## config.mk

```make
export PLATFORM = sky130hd
export DESIGN_NAME = icache_2way
export DESIGN_NICKNAME = d
export VERILOG_FILES = /design/src/rtl/icache_2way_pkg.sv /design/src/rtl/icache_2way_way.sv /design/src/rtl/icache_2way.sv
export SDC_FILE = /design/constraint.sdc
export NUM_CORES = 1
export LEC_CHECK = 0
export CAP_MARGIN = 20
export CORE_MARGIN = 1.5
export CORE_UTILIZATION = 45
export CTS_CLUSTER_DIAMETER = 80
export DETAILED_ROUTE_END_ITERATION = 12
export RECOVER_POWER = 25
export SETUP_SLACK_MARGIN = 0.4
export SLEW_MARGIN = 20
export SYNTH_ARGS = -nofsm -noshare
export SYNTH_HDL_FRONTEND = slang
export SYNTH_SLANG_ARGS = --single-unit
export TNS_END_PERCENT = 20
```

## constraint.sdc

```tcl
create_clock -name clk -period 17.7 [get_ports clk]
set_input_delay 2.655 -clock clk [delete_from_list [all_inputs] [get_ports clk]]
set_output_delay 2.655 -clock clk [all_outputs]
set_load 0.05 [all_outputs]
```

## src/rtl/icache_2way_pkg.sv

```systemverilog
// Types and constants shared by the 2-way instruction cache and its way arrays.
package icache_2way_pkg;

    localparam int WORD_W = 32;

    typedef enum logic {
        COMP   = 1'b0,
        REFILL = 1'b1
    } state_e;

endpackage

```

## src/rtl/icache_2way_way.sv

```systemverilog
// One cache way: valid/tag/data per set, combinational hit and word select, fill port, invalidate-all.
module icache_2way_way
    import icache_2way_pkg::*;
#(
    parameter int WORDS_PER_BLK = 4,
    parameter int NUM_SETS      = 4,
    parameter int TAG_W         = 26,
    localparam int OFF_W        = $clog2(WORDS_PER_BLK),
    localparam int IDX_W        = $clog2(NUM_SETS),
    localparam int BLK_W        = WORD_W * WORDS_PER_BLK
) (
    input  logic              clk,
    input  logic              rst_n,
    input  logic [IDX_W-1:0]  rd_idx,
    input  logic [TAG_W-1:0]  rd_tag,
    input  logic [OFF_W-1:0]  rd_off,
    output logic              hit,
    output logic [WORD_W-1:0] rd_word,
    input  logic              fill_en,
    input  logic [IDX_W-1:0]  fill_idx,
    input  logic [TAG_W-1:0]  fill_tag,
    input  logic [BLK_W-1:0]  fill_data,
    input  logic              inv_all
);

    logic [NUM_SETS-1:0] valid_q, valid_d;
    logic [TAG_W-1:0]    tag_q  [NUM_SETS];
    logic [TAG_W-1:0]    tag_d  [NUM_SETS];
    logic [BLK_W-1:0]    data_q [NUM_SETS];
    logic [BLK_W-1:0]    data_d [NUM_SETS];

    // Invalidate is applied after the fill so a flush also kills the line being written.
    always_comb begin
        valid_d = valid_q;
        tag_d   = tag_q;
        data_d  = data_q;
        if (fill_en) begin
            valid_d[fill_idx] = 1'b1;
            tag_d[fill_idx]   = fill_tag;
            data_d[fill_idx]  = fill_data;
        end
        if (inv_all) begin
            valid_d = '0;
        end
    end

    always_ff @(posedge clk or negedge rst_n) begin
        if (!rst_n) begin
            valid_q <= '0;
        end else begin
            valid_q <= valid_d;
        end
    end

    always_ff @(posedge clk) begin
        tag_q  <= tag_d;
        data_q <= data_d;
    end

    assign hit = valid_q[rd_idx] && (tag_q[rd_idx] == rd_tag);

    always_comb begin
        rd_word = '0;
        if (hit) begin
            rd_word = data_q[rd_idx][WORD_W*int'(rd_off) +: WORD_W];
        end
    end

endmodule

```

## src/rtl/icache_2way.sv

```systemverilog
// 2-way set-associative read-only instruction cache with LRU victim choice, flush and perf counters.
//  state  | meaning
//  COMP   | lookup; hits served combinationally, a miss latches the block and victim
//  REFILL | block read outstanding on the memory bus; fetch stalled until mem_ready
module icache_2way
    import icache_2way_pkg::*;
#(
    parameter int ADDR_W        = 30,
    parameter int WORDS_PER_BLK = 4,
    parameter int NUM_SETS      = 4,
    parameter int CNT_W         = 32,
    localparam int OFF_W        = $clog2(WORDS_PER_BLK),
    localparam int IDX_W        = $clog2(NUM_SETS),
    localparam int TAG_W        = ADDR_W - IDX_W - OFF_W,
    localparam int BA_W         = ADDR_W - OFF_W,
    localparam int BLK_W        = WORD_W * WORDS_PER_BLK
) (
    input  logic              clk,
    input  logic              proc_reset_n,
    input  logic              proc_read,
    input  logic [ADDR_W-1:0] proc_addr,
    output logic [WORD_W-1:0] proc_rdata,
    output logic              proc_stall,
    input  logic              flush,
    output logic              mem_read,
    output logic [BA_W-1:0]   mem_addr,
    input  logic [BLK_W-1:0]  mem_rdata,
    input  logic              mem_ready,
    output logic [CNT_W-1:0]  access_cnt,
    output logic [CNT_W-1:0]  miss_cnt
);

    state_e              state_q, state_d;
    logic [NUM_SETS-1:0] lru_q, lru_d;
    logic [BA_W-1:0]     blk_addr_q, blk_addr_d;
    logic                victim_q, victim_d;
    logic                flush_pend_q, flush_pend_d;
    logic [CNT_W-1:0]    access_cnt_q, access_cnt_d;
    logic [CNT_W-1:0]    miss_cnt_q, miss_cnt_d;

    logic [OFF_W-1:0]  req_off;
    logic [IDX_W-1:0]  req_idx;
    logic [TAG_W-1:0]  req_tag;
    logic [IDX_W-1:0]  fill_idx;
    logic [TAG_W-1:0]  fill_tag;
    logic              hit_w0, hit_w1, hit;
    logic [WORD_W-1:0] word_w0, word_w1;
    logic              fill_go, inv_all;

    assign req_off  = proc_addr[OFF_W-1:0];
    assign req_idx  = proc_addr[OFF_W +: IDX_W];
    assign req_tag  = proc_addr[ADDR_W-1 -: TAG_W];
    assign fill_idx = blk_addr_q[IDX_W-1:0];
    assign fill_tag = blk_addr_q[BA_W-1 -: TAG_W];

    icache_2way_way #(.WORDS_PER_BLK(WORDS_PER_BLK), .NUM_SETS(NUM_SETS), .TAG_W(TAG_W)) u_way0 (
        .clk(clk), .rst_n(proc_reset_n),
        .rd_idx(req_idx), .rd_tag(req_tag), .rd_off(req_off),
        .hit(hit_w0), .rd_word(word_w0),
        .fill_en(fill_go && !victim_q), .fill_idx(fill_idx), .fill_tag(fill_tag),
        .fill_data(mem_rdata), .inv_all(inv_all)
    );

    icache_2way_way #(.WORDS_PER_BLK(WORDS_PER_BLK), .NUM_SETS(NUM_SETS), .TAG_W(TAG_W)) u_way1 (
        .clk(clk), .rst_n(proc_reset_n),
        .rd_idx(req_idx), .rd_tag(req_tag), .rd_off(req_off),
        .hit(hit_w1), .rd_word(word_w1),
        .fill_en(fill_go && victim_q), .fill_idx(fill_idx), .fill_tag(fill_tag),
        .fill_data(mem_rdata), .inv_all(inv_all)
    );

    assign hit        = hit_w0 | hit_w1;
    assign proc_rdata = word_w0 | word_w1;
    assign mem_addr   = blk_addr_q;
    assign access_cnt = access_cnt_q;
    assign miss_cnt   = miss_cnt_q;

    always_comb begin
        state_d      = state_q;
        lru_d        = lru_q;
        blk_addr_d   = blk_addr_q;
        victim_d     = victim_q;
        flush_pend_d = flush_pend_q;
        access_cnt_d = access_cnt_q;
        miss_cnt_d   = miss_cnt_q;
        fill_go      = 1'b0;
        inv_all      = flush;
        mem_read     = 1'b0;
        proc_stall   = 1'b0;
        case (state_q)
            COMP: begin
                proc_stall = proc_read && (!hit || flush);
                // LRU bit names the victim: a way0 hit makes way1 the next victim.
                if (proc_read && hit) begin
                    lru_d[req_idx] = hit_w0;
                end
                if (proc_read && !hit && !flush) begin
                    blk_addr_d = proc_addr[ADDR_W-1:OFF_W];
                    victim_d   = lru_q[req_idx];
                    state_d    = REFILL;
                    if (miss_cnt_q != '1) begin
                        miss_cnt_d = miss_cnt_q + CNT_W'(1);
                    end
                end
            end
            REFILL: begin
                mem_read   = 1'b1;
                proc_stall = 1'b1;
                if (flush) begin
                    flush_pend_d = 1'b1;
                end
                if (mem_ready) begin
                    fill_go           = 1'b1;
                    inv_all           = flush || flush_pend_q;
                    lru_d[fill_idx]   = ~victim_q;
                    flush_pend_d      = 1'b0;
                    state_d           = COMP;
                end
            end
            default: state_d = COMP;
        endcase
        if (proc_read && !proc_stall && (access_cnt_q != '1)) begin
            access_cnt_d = access_cnt_q + CNT_W'(1);
        end
    end

    always_ff @(posedge clk or negedge proc_reset_n) begin
        if (!proc_reset_n) begin
            state_q      <= COMP;
            lru_q        <= '0;
            blk_addr_q   <= '0;
            victim_q     <= 1'b0;
            flush_pend_q <= 1'b0;
            access_cnt_q <= '0;
            miss_cnt_q   <= '0;
        end else begin
            state_q      <= state_d;
            lru_q        <= lru_d;
            blk_addr_q   <= blk_addr_d;
            victim_q     <= victim_d;
            flush_pend_q <= flush_pend_d;
            access_cnt_q <= access_cnt_d;
            miss_cnt_q   <= miss_cnt_d;
        end
    end

    a_one_hit: assert property (@(posedge clk) disable iff (!proc_reset_n) !(hit_w0 && hit_w1));

endmodule
```

==> impl_metrics.yaml, run 1 <==
placed_design:
  routabilityCongestion: 0.784
  dpl_worst_slack_ns: 6.84
  placed_area_mm2: 0.0565
  hpwlAfterDp_mm: 62.5
  portBuffers: 288
routing:
  wirelength_met1_mm: 48.2
  ant_nets: 0
  wirelength_mm: 113
  viasPerCell: 5.66
  met3_length_mm: 7.47
  vias: 24300
  drc: 0
  dr_wl_met2_mm: 54.9
  post_drt_wl_per_cell_um: 26.3
  first_iter_violations: 1823
  routed.top_layer: "met5"
  drtPass1Iterations: 5
sta:
  whs_ns: 0.493
  min_period_ns: 10.57
  max_freq_mhz: 94.6
  finalHoldViolCount: 0
  tns_ns: 0
  finalCritPeriodShare: 0.597
  drv_slew: 28
  worst_pin_slew_ns: 1.88
  grt_setup_unrepaired: "false"
  final-setup-viol-count: 0
  slew_headroom: -0.256
  fin_skew_ns: 0.0135
  fin_ws_ns: 7.13
power_and_ir_drop:
  peakVddDrop_v: 0.0000965
  leakage_uw: 0.0199
  power_density_mw_per_mm2: 117
floorplanning:
  rows: 124
  io_pins: 289
  die_w_um: 342
  core-area_mm2: 0.114
  die-area_mm2: 0.117
  start_util: 0.453
  fp.dieH_um: 342
worst_setup_path:
  reg2reg_slack_ns: 13.52
  crit_required_ns: 15.05
  crit_path_max_fanout: 85
  crit_type: "in2out"
  r2r-start: "u_way1.tag_q[19]"
  startpoint_type: "input pin"
  end_kind: "primary output"
  timing.rr.end: "access_cnt[12]"
  reg2regPathDepth: 8
  worstPathArrival_ns: 7.91
worst_hold_path:
  min_path_type: "reg2reg"
  hold_end: "u_way0.valid_q[1]"
  min_from: "u_way0.valid_q[1]"
  min_delay_path_depth: 1
job:
  drv_cap: 1
global_route:
  grt_pass1_vias: 25900
  grt_max_degree: 157
  grt_use_total: 0.196
  grt_pass1_wl_mm: 168
  grt_overflow: 0
  antenna_found_initial: 37
logic_synthesis:
  synthesis.nets: 2487
  synth_top_area_share: 0.715
  syn_area_per_cell_um2: 22.3
  ys_seq_elements: 1339
  synth_area_leader_cell: "edfxtp_1"
  synth_area_leaders: "edfxtp_1, mux4_2, dfrtp_1, xnor2_1, xor2_1"
  synth_cell_types: 51
  synth_cells: 2322
  synth_seq_area_share: 0.766
  ys_warn_count: 0
  synthesis.area_mm2: 0.0518
clock_tree:
  post_cts_buffers: 0
  cts.htree.levels: 4
  path_clk_slew_ns: 0.06
  cts_hold_buf: 0
  ctsLongestPathBuffers: 3
  cts.repair.resized: 0
  cts_buffers: 141
  clock_latency_ns: 0.73
  root_buffer: "clkbuf_16"
  cts_num_sinks: 1339
  cts_tree: "built"
status:
  status: "finished with violations"
  violations: "capacitance limit, slew limit"
cells_and_area:
  synthToLayoutAreaGrowth_pct: 18.0
  fill_cells: 8782
  drive_gt1_frac: 0.221
  layout_commonest_cell: "edfxtp_1"
  stdcell_area_mm2: 0.0611
  layout_common_cells: "edfxtp_1, mux4_2, clkdlybuf4s50_1"
  layout.nets: 2844
  finalCoreUtilization: 0.535
==> cell families after synthesis <==
| kind of cell | Yosys count | synth area share |
|---|---|---|
| flops | 1339 | 0.766 |
| mux | 422 | 0.170 |
| buf+inv | 188 | 0.0151 |
| simple gates | 175 | 0.0175 |
| xor+xnor | 115 | 0.0195 |
| compound gates | 81 | 0.0114 |
| fa+ha+maj | 2 | 0.000483 |
==> cells in the mapped netlist (all sizes together) <==
cell / number
a2111oi: 2
a211o: 1
a211oi: 2
a21boi: 1
a21oi: 16
a22oi: 3
a2bb2oi: 2
a31oi: 1
and2: 3
and3: 10
and4: 7
buf: 42
clkbuf: 65
dfrtp: 107
edfxtp: 1232
ha: 2
inv: 81
mux2: 31
mux2i: 29
mux4: 362
nand2: 37
nand2b: 2
nand3: 33
nand3b: 1
nand4: 24
nor2: 29
nor2b: 2
nor3: 13
nor3b: 2
nor4: 10
o2111ai: 3
o211ai: 1
o21a: 9
o21ai: 5
o22a: 1
o22ai: 32
o311ai: 1
o41ai: 1
or3: 2
xnor2: 80
xor2: 35
==> state kept, by name, indices dropped and copies added, names as in the netlist, 4 cells and up <==
| signal | cells |
|---|---|
| lru_q | 4 |
| u_way0.valid_q | 4 |
| u_way1.valid_q | 4 |
| access_cnt | 32 |
| mem_addr | 28 |
| u_way0.tag_q | 104 |
| u_way1.data_q | 512 |
| miss_cnt | 32 |
| u_way0.data_q | 512 |
| u_way1.tag_q | 104 |
==> metal layers <==
metal	GRT usage	up-vias
met1	0.270	13000
met3	0.0457	210
met5	0	-
met2	0.315	699
li1	-	10400
met4	0.0541	32
==> worst max-delay path, cell delays in order <==
cell	delay, ns
buf_8	0.67
buf_4	0.55
buf_16	0.30
mux4_2	0.56
xnor2_1	0.15
o2111ai_1	0.14
a211oi_1	0.39
o2111ai_4	0.58
buf_4	0.55
o22ai_1	0.29
clkdlybuf4s50_1	0.86
==> layout make-up <==
cell class | count | area, um^2 | area share
sequential | 1339 | 39700 | 0.649
multi-input combinational | 795 | 11400 | 0.187
clock buffer | 183 | 3880 | 0.0636
timing repair buffer | 321 | 3220 | 0.0527
tap | 1512 | 1890 | 0.0310
clock inverter | 66 | 711 | 0.0116
inverter | 81 | 304 | 0.00498
antenna | 6 | 15.0 | 0.000246
==> metrics by stage <==
step                total power, uW  instances
CTS                            7230       4296
detailed placement             4300       4047
global placement               4290       4047
global route                   7370       4299
finish                         7140       4303
floorplan                      4080       2322
==> power breakdown <==
part / switching [uW] / internal, uW
sequential: 75.4 / 3610
clock: 1170 / 1750
combinational: 321 / 219
total: 1570 / 5570
==> how the worst max path moves through the flow <==
stage | startpoint | to | slack (ns) | cells after the start
finish | proc_addr[2] | proc_rdata[2] | 7.13 | 11
floorplan | mem_ready | u_way1.data_q[384] | 3.33 | 4
global route | proc_addr[2] | proc_rdata[2] | 6.76 | 11
CTS | proc_addr[2] | proc_rdata[2] | 6.84 | 10
global placement | proc_addr[2] | proc_rdata[2] | 6.89 | 10
detailed placement | proc_addr[2] | proc_rdata[2] | 6.84 | 10
No activity file was read; power rests on OpenSTA's default activity.
==> run 2, diff against run 1 <==
==> constraint.sdc (replaced) <==
create_clock -name clk -period 10.5 [get_ports clk]
set_input_delay 1.575 -clock clk [delete_from_list [all_inputs] [get_ports clk]]
set_output_delay 1.575 -clock clk [all_outputs]
set_load 0.05 [all_outputs]
==> run 2 against run 1 <==
Against the previous run: the flow still finishes with violations (capacitance limit, slew limit); count of clock-buffer cells in the layout rose by 13; non-clock buffer count is 3 higher; register-to-register slack worse by 6.9 ns; first-iteration DRC count fell by 5.3%; power up 68%; cell count rose by 0.21%; global-route usage is 0.20 points lower; clock power rose by 67%; clock skew is 0.012 ns higher; setup slack worse by 4.3 ns; sequential share of layout area about the same; critical endpoint is now proc_rdata[31].
==> impl_metrics.yaml, run 2 (synthesis results as in run 1) <==
global_route:
  grt_pass1_vias: 26000
  grt_overflow: 0
  grt_pass1_wl_mm: 168
  grt_max_degree: 140
  busiest_layer: "met2"
  use_met1: 0.265
  grt_use_total: 0.194
  use_met3: 0.0452
  antenna_found_initial: 36
  grt.met2_usage: 0.316
routing:
  wirelength_mm: 112
  first_iter_violations: 1727
  ant_nets: 0
  post_drt_wl_per_cell_um: 25.9
  drc: 0
  viasPerCell: 5.63
  vias: 24300
  drtPass1Iterations: 5
worst_setup_path:
  cpMostUsedCell: "buf_4"
  timing.rr.end: "access_cnt[20]"
  crit_required_ns: 8.93
  reg2reg_slack_ns: 6.64
  end_kind: "primary output"
  crit_type: "in2out"
  slowest_stage: "clkdlybuf4s50_1"
  path_cells: "buf_8 -> buf_4 -> mux4_2 -> o311ai_1 -> a2111oi_4 -> nand4_4 -> buf_4 -> o22ai_1 -> clkdlybuf4s50_1"
  crit_path_max_fanout: 109
  r2r-start: "u_way1.tag_q[19]"
  worstPathArrival_ns: 6.13
  startpoint_type: "input pin"
  reg2regPathDepth: 8
  slowest_delay_ns: 0.90
floorplanning:
  die-area_mm2: 0.117
  io_pins: 289
  core-area_mm2: 0.114
  die_w_um: 342
  rows: 124
  fp.dieH_um: 342
  start_util: 0.453
worst_hold_path:
  min_from: "access_cnt[9]"
  hold_end: "access_cnt[9]"
  min_delay_path_depth: 1
  min_path_type: "reg2reg"
cells_and_area:
  stdcell_area_mm2: 0.0611
  register_area_mm2: 0.0397
  multi_input_area_mm2: 0.0114
  layout_commonest_cell: "edfxtp_1"
  fill_cells: 8752
  layout.nets: 2849
  layout_common_cells: "edfxtp_1, mux4_2, clkdlybuf4s50_1"
  top_regs: "u_way0.data_q (512), u_way1.data_q (512)"
  synthToLayoutAreaGrowth_pct: 18.0
  drive_gt1_frac: 0.223
power_and_ir_drop:
  p_int_uw: 9360
  leakage_uw: 0.0199
  peakVddDrop_v: 0.000147
  pwr-share-seq: 0.518
  switchingPower_uw: 2640
  p_clk_frac: 0.407
  power_density_mw_per_mm2: 196
  combinationalPowerShare: 0.075
  sw_frac_of_total: 0.220
clock_tree:
  clock_latency_ns: 0.74
  root_buffer: "clkbuf_16"
  cts_hold_buf: 0
  cts.repair.resized: 0
  cts_num_sinks: 1339
  cts.htree.levels: 4
  post_cts_buffers: 0
  path_clk_slew_ns: 0.05
  cts_buffers: 143
  cts_tree: "built"
  ctsLongestPathBuffers: 3
placed_design:
  dpl_worst_slack_ns: 2.68
  placed_area_mm2: 0.0565
  hpwlAfterDp_mm: 61.1
  portBuffers: 288
  routabilityCongestion: 0.767
sta:
  drv_slew: 43
  final-setup-viol-count: 0
  min_period_ns: 7.71
  finalHoldViolCount: 0
  slew_headroom: -0.739
  finalCritPeriodShare: 0.734
  fin_skew_ns: 0.0257
  worst_pin_slew_ns: 2.61
  grt_setup_unrepaired: "false"
  fin_ws_ns: 2.79
  tns_ns: 0
  whs_ns: 0.485
  max_freq_mhz: 130
status:
  violations: "capacitance limit, slew limit"
  status: "finished with violations"
job:
  drv_cap: 1
## run 2: cell types whose count changed in the layout (fill, tap and decap cells not counted), moves of 2 or more
cell | previous run | this run
clkinv_8 | 3 | 0
inv_6 | 4 | 6
bufinv_16 | 14 | 9
buf_6 | 2 | 0
clkbuf_1 | 30 | 37
clkbuf_8 | 7 | 9
diode_2 | 6 | 4
clkinv_1 | 25 | 21
buf_4 | 27 | 32
clkinv_2 | 15 | 19
clkinv_4 | 0 | 2
clkbuf_16 | 147 | 151
## run 2: cell type report
| type | instances | share of cell area |
|---|---|---|
| Sequential cell | 1339 | 0.649 |
| Multi-Input combinational cell | 795 | 0.187 |
| Clock buffer | 196 | 0.0661 |
| Timing Repair Buffer | 324 | 0.0527 |
| Tap cell | 1512 | 0.0310 |
| Clock inverter | 61 | 0.00891 |
| Inverter | 81 | 0.00498 |
| Antenna cell | 4 | 0.000164 |
## run 2: metal layers
layer  part of all wire  routed length [um]
met1               0.43               48000
met2               0.49               54900
met3              0.059                6590
met4              0.019                2090
met5             0.0018                 196
## run 2: worst max path at each step
| stage | start | slack (ns) | end | cells after the start |
|---|---|---|---|---|
| CTS | proc_addr[3] | 2.68 | proc_rdata[28] | 9 |
| detailed placement | proc_addr[3] | 2.68 | proc_rdata[28] | 9 |
| finish | proc_addr[3] | 2.79 | proc_rdata[31] | 9 |
| floorplan | mem_ready | 1.30 | u_way0.data_q[0] | 4 |
| global route | proc_addr[2] | 2.43 | proc_rdata[14] | 8 |
| global placement | proc_addr[3] | 2.68 | proc_rdata[27] | 9 |
## run 2: critical path: cells and delay by family
kind	cells	cell delay, ns
compound gates	3	1.16
buf+inv	4	2.73
mux	1	0.40
simple gates	1	0.12
## run 2: through the flow
stage | power [uW] | cells | utilization
finish | 12000 | 4312 | 0.535
CTS | 12100 | 4308 | 0.535
detailed placement | 7250 | 4051 | 0.495
global placement | 7210 | 4050 | 0.495
floorplan | 6870 | 2322 | -
global route | 12400 | 4310 | 0.535
## run 2: power by group through the flow
stage          sequential, uW  combinational (uW)  clock [uW]
5_1_grt                  6230                 970        5190
3_3_place_gp             6300                 913           0
6_report                 6210                 904        4880
2_1_floorplan            6440                 433           0
3_5_place_dp             6320                 925           0
4_1_cts                  6210                 928        4990
==> run 3, diff against run 2 <==
==> constraint.sdc (replaced) <==
create_clock -name clk -period 7.95 [get_ports clk]
set_input_delay 1.1925 -clock clk [delete_from_list [all_inputs] [get_ports clk]]
set_output_delay 1.1925 -clock clk [all_outputs]
set_load 0.05 [all_outputs]
==> run 3 against run 2 <==
Against the previous run: the flow still finishes with violations (capacitance limit, slew limit); cell count barely moved; design area is essentially flat; count of clock-buffer cells in the layout up 3; via count increased by 0.38%; largest cell class unchanged.
==> impl_metrics.yaml, run 3 (synthesis results as in run 1) <==
status:
  status: "finished with violations"
  violations: "capacitance limit, slew limit"
worst_setup_path:
  worstPathArrival_ns: 5.74
  crit_type: "in2out"
  reg2regPathDepth: 9
  cp_top_family: "buffers and inverters"
  crit_path_max_fanout: 82
  crit_required_ns: 6.76
  slowest_stage: "clkdlybuf4s50_1"
  slowest_delay_ns: 0.92
  cp.depth: 9
  path_buf_inv: 3
  path_cells: "buf_8 -> mux4_2 -> xnor2_1 -> nand4_1 -> nor2_1 -> nand4_4 -> buf_4 -> o22ai_1 -> clkdlybuf4s50_1"
  startpoint_type: "input pin"
  end_kind: "primary output"
sta:
  drv_slew: 31
  fin_ws_ns: 1.02
  max_freq_mhz: 144
  min_period_ns: 6.93
  worst_pin_slew_ns: 2.04
  fin_skew_ns: 0.0259
  finalCritPeriodShare: 0.872
  grt_setup_unrepaired: "false"
  slew_headroom: -0.362
  final-setup-viol-count: 0
  tns_ns: 0
  finalHoldViolCount: 0
cells_and_area:
  register_area_mm2: 0.0397
  finalCoreUtilization: 0.535
  multi_input_area_mm2: 0.0114
  layout.nets: 2851
  drive_gt1_frac: 0.220
  synthToLayoutAreaGrowth_pct: 18.1
  top_regs: "u_way0.data_q (512), u_way1.data_q (512)"
  stdcell_area_mm2: 0.0611
  layout_common_cells: "edfxtp_1, mux4_2, clkdlybuf4s50_1"
  fill_cells: 8781
  layout_commonest_cell: "edfxtp_1"
routing:
  wirelength_mm: 113
  drtPass1Iterations: 7
  vias: 24400
  post_drt_wl_per_cell_um: 26.2
  ant_nets: 0
  first_iter_violations: 1924
  drc: 0
  viasPerCell: 5.65
clock_tree:
  cts_tree: "built"
  cts_buffers: 144
  cts.htree.levels: 4
  ctsLongestPathBuffers: 3
  cts_hold_buf: 0
  path_clk_slew_ns: 0.05
  root_buffer: "clkbuf_16"
  post_cts_buffers: 0
  cts.repair.resized: 0
  cts_num_sinks: 1339
  clock_latency_ns: 0.74
power_and_ir_drop:
  switchingPower_uw: 3500
  power_uw: 15800
  p_int_uw: 12300
  power_density_mw_per_mm2: 258
  combinationalPowerShare: 0.076
  peakVddDrop_v: 0.000195
  sw_frac_of_total: 0.221
  pwr-share-seq: 0.519
  leakage_uw: 0.0199
  p_clk_frac: 0.405
global_route:
  grt_pass1_wl_mm: 168
  grt_use_total: 0.195
  grt_pass1_vias: 25700
  antenna_found_initial: 41
  grt_max_degree: 151
  grt_overflow: 0
placed_design:
  placed_area_mm2: 0.0566
  portBuffers: 288
  dpl_worst_slack_ns: 0.936
  routabilityCongestion: 0.768
  hpwlAfterDp_mm: 61.2
floorplanning:
  die_w_um: 342
  rows: 124
  core-area_mm2: 0.114
  io_pins: 289
  die-area_mm2: 0.117
  start_util: 0.453
  fp.dieH_um: 342
worst_hold_path:
  min_delay_path_depth: 1
  min_path_type: "reg2reg"
job:
  drv_cap: 1
==> run 3: area by class of cell <==
| type | count | area share |
|---|---|---|
| Timing Repair Buffer | 325 | 0.0547 |
| Multi-Input combinational cell | 795 | 0.187 |
| Inverter | 81 | 0.00497 |
| Clock inverter | 56 | 0.00819 |
| Sequential cell | 1339 | 0.649 |
| Clock buffer | 199 | 0.0656 |
| Antenna cell | 4 | 0.000164 |
| Tap cell | 1512 | 0.0309 |
==> run 3: worst register-to-register path, stage by stage, from the launching register on <==
cell	delay, ns
edfxtp_1	0.37
mux4_2	0.48
xnor2_1	0.29
nand4_1	0.21
nor2_1	0.24
nand4_4	0.52
buf_4	0.47
a2111oi_4	0.87
nand3_1	0.21
xnor2_1	0.17
==> run 3: power groups by stage <==
stage                     Combinational (uW)  Sequential, uW  Clock, uW
after floorplan                          572            8500          0
after global placement                  1210            8330          0
after detailed placement                1230            8360          0
after CTS                               1230            8210       6550
after global routing                    1280            8230       6800
final                                   1200            8210       6400
==> run 3: stage by stage <==
step                hold slack, ns  std cells
global route                 0.506       4309
floorplan                    0.458       2322
CTS                          0.401       4306
detailed placement           0.482       4051
finish                       0.484       4311
global placement             0.473       4049
==> run 3: path summary, 6_finish.rpt <==
path,start,to,slack [ns]
min reg2reg,access_cnt[18],access_cnt[18],0.48
max,proc_addr[2],proc_rdata[1],1.02
max in group asynchronous,proc_reset_n,miss_cnt[17],4.67
min,access_cnt[18],access_cnt[18],0.48
max reg2reg,u_way1.tag_q[86],access_cnt[25],4.02
min in group asynchronous,proc_reset_n,mem_addr[23],1.05
==> run 3: per-layer routing <==
layer,part of all wire,track usage,vias to the layer above
met2,0.49,0.317,707
met4,0.019,0.0527,40
li1,-,-,10400
met3,0.065,0.0496,211
met1,0.42,0.264,13000
met5,0.0022,0,-
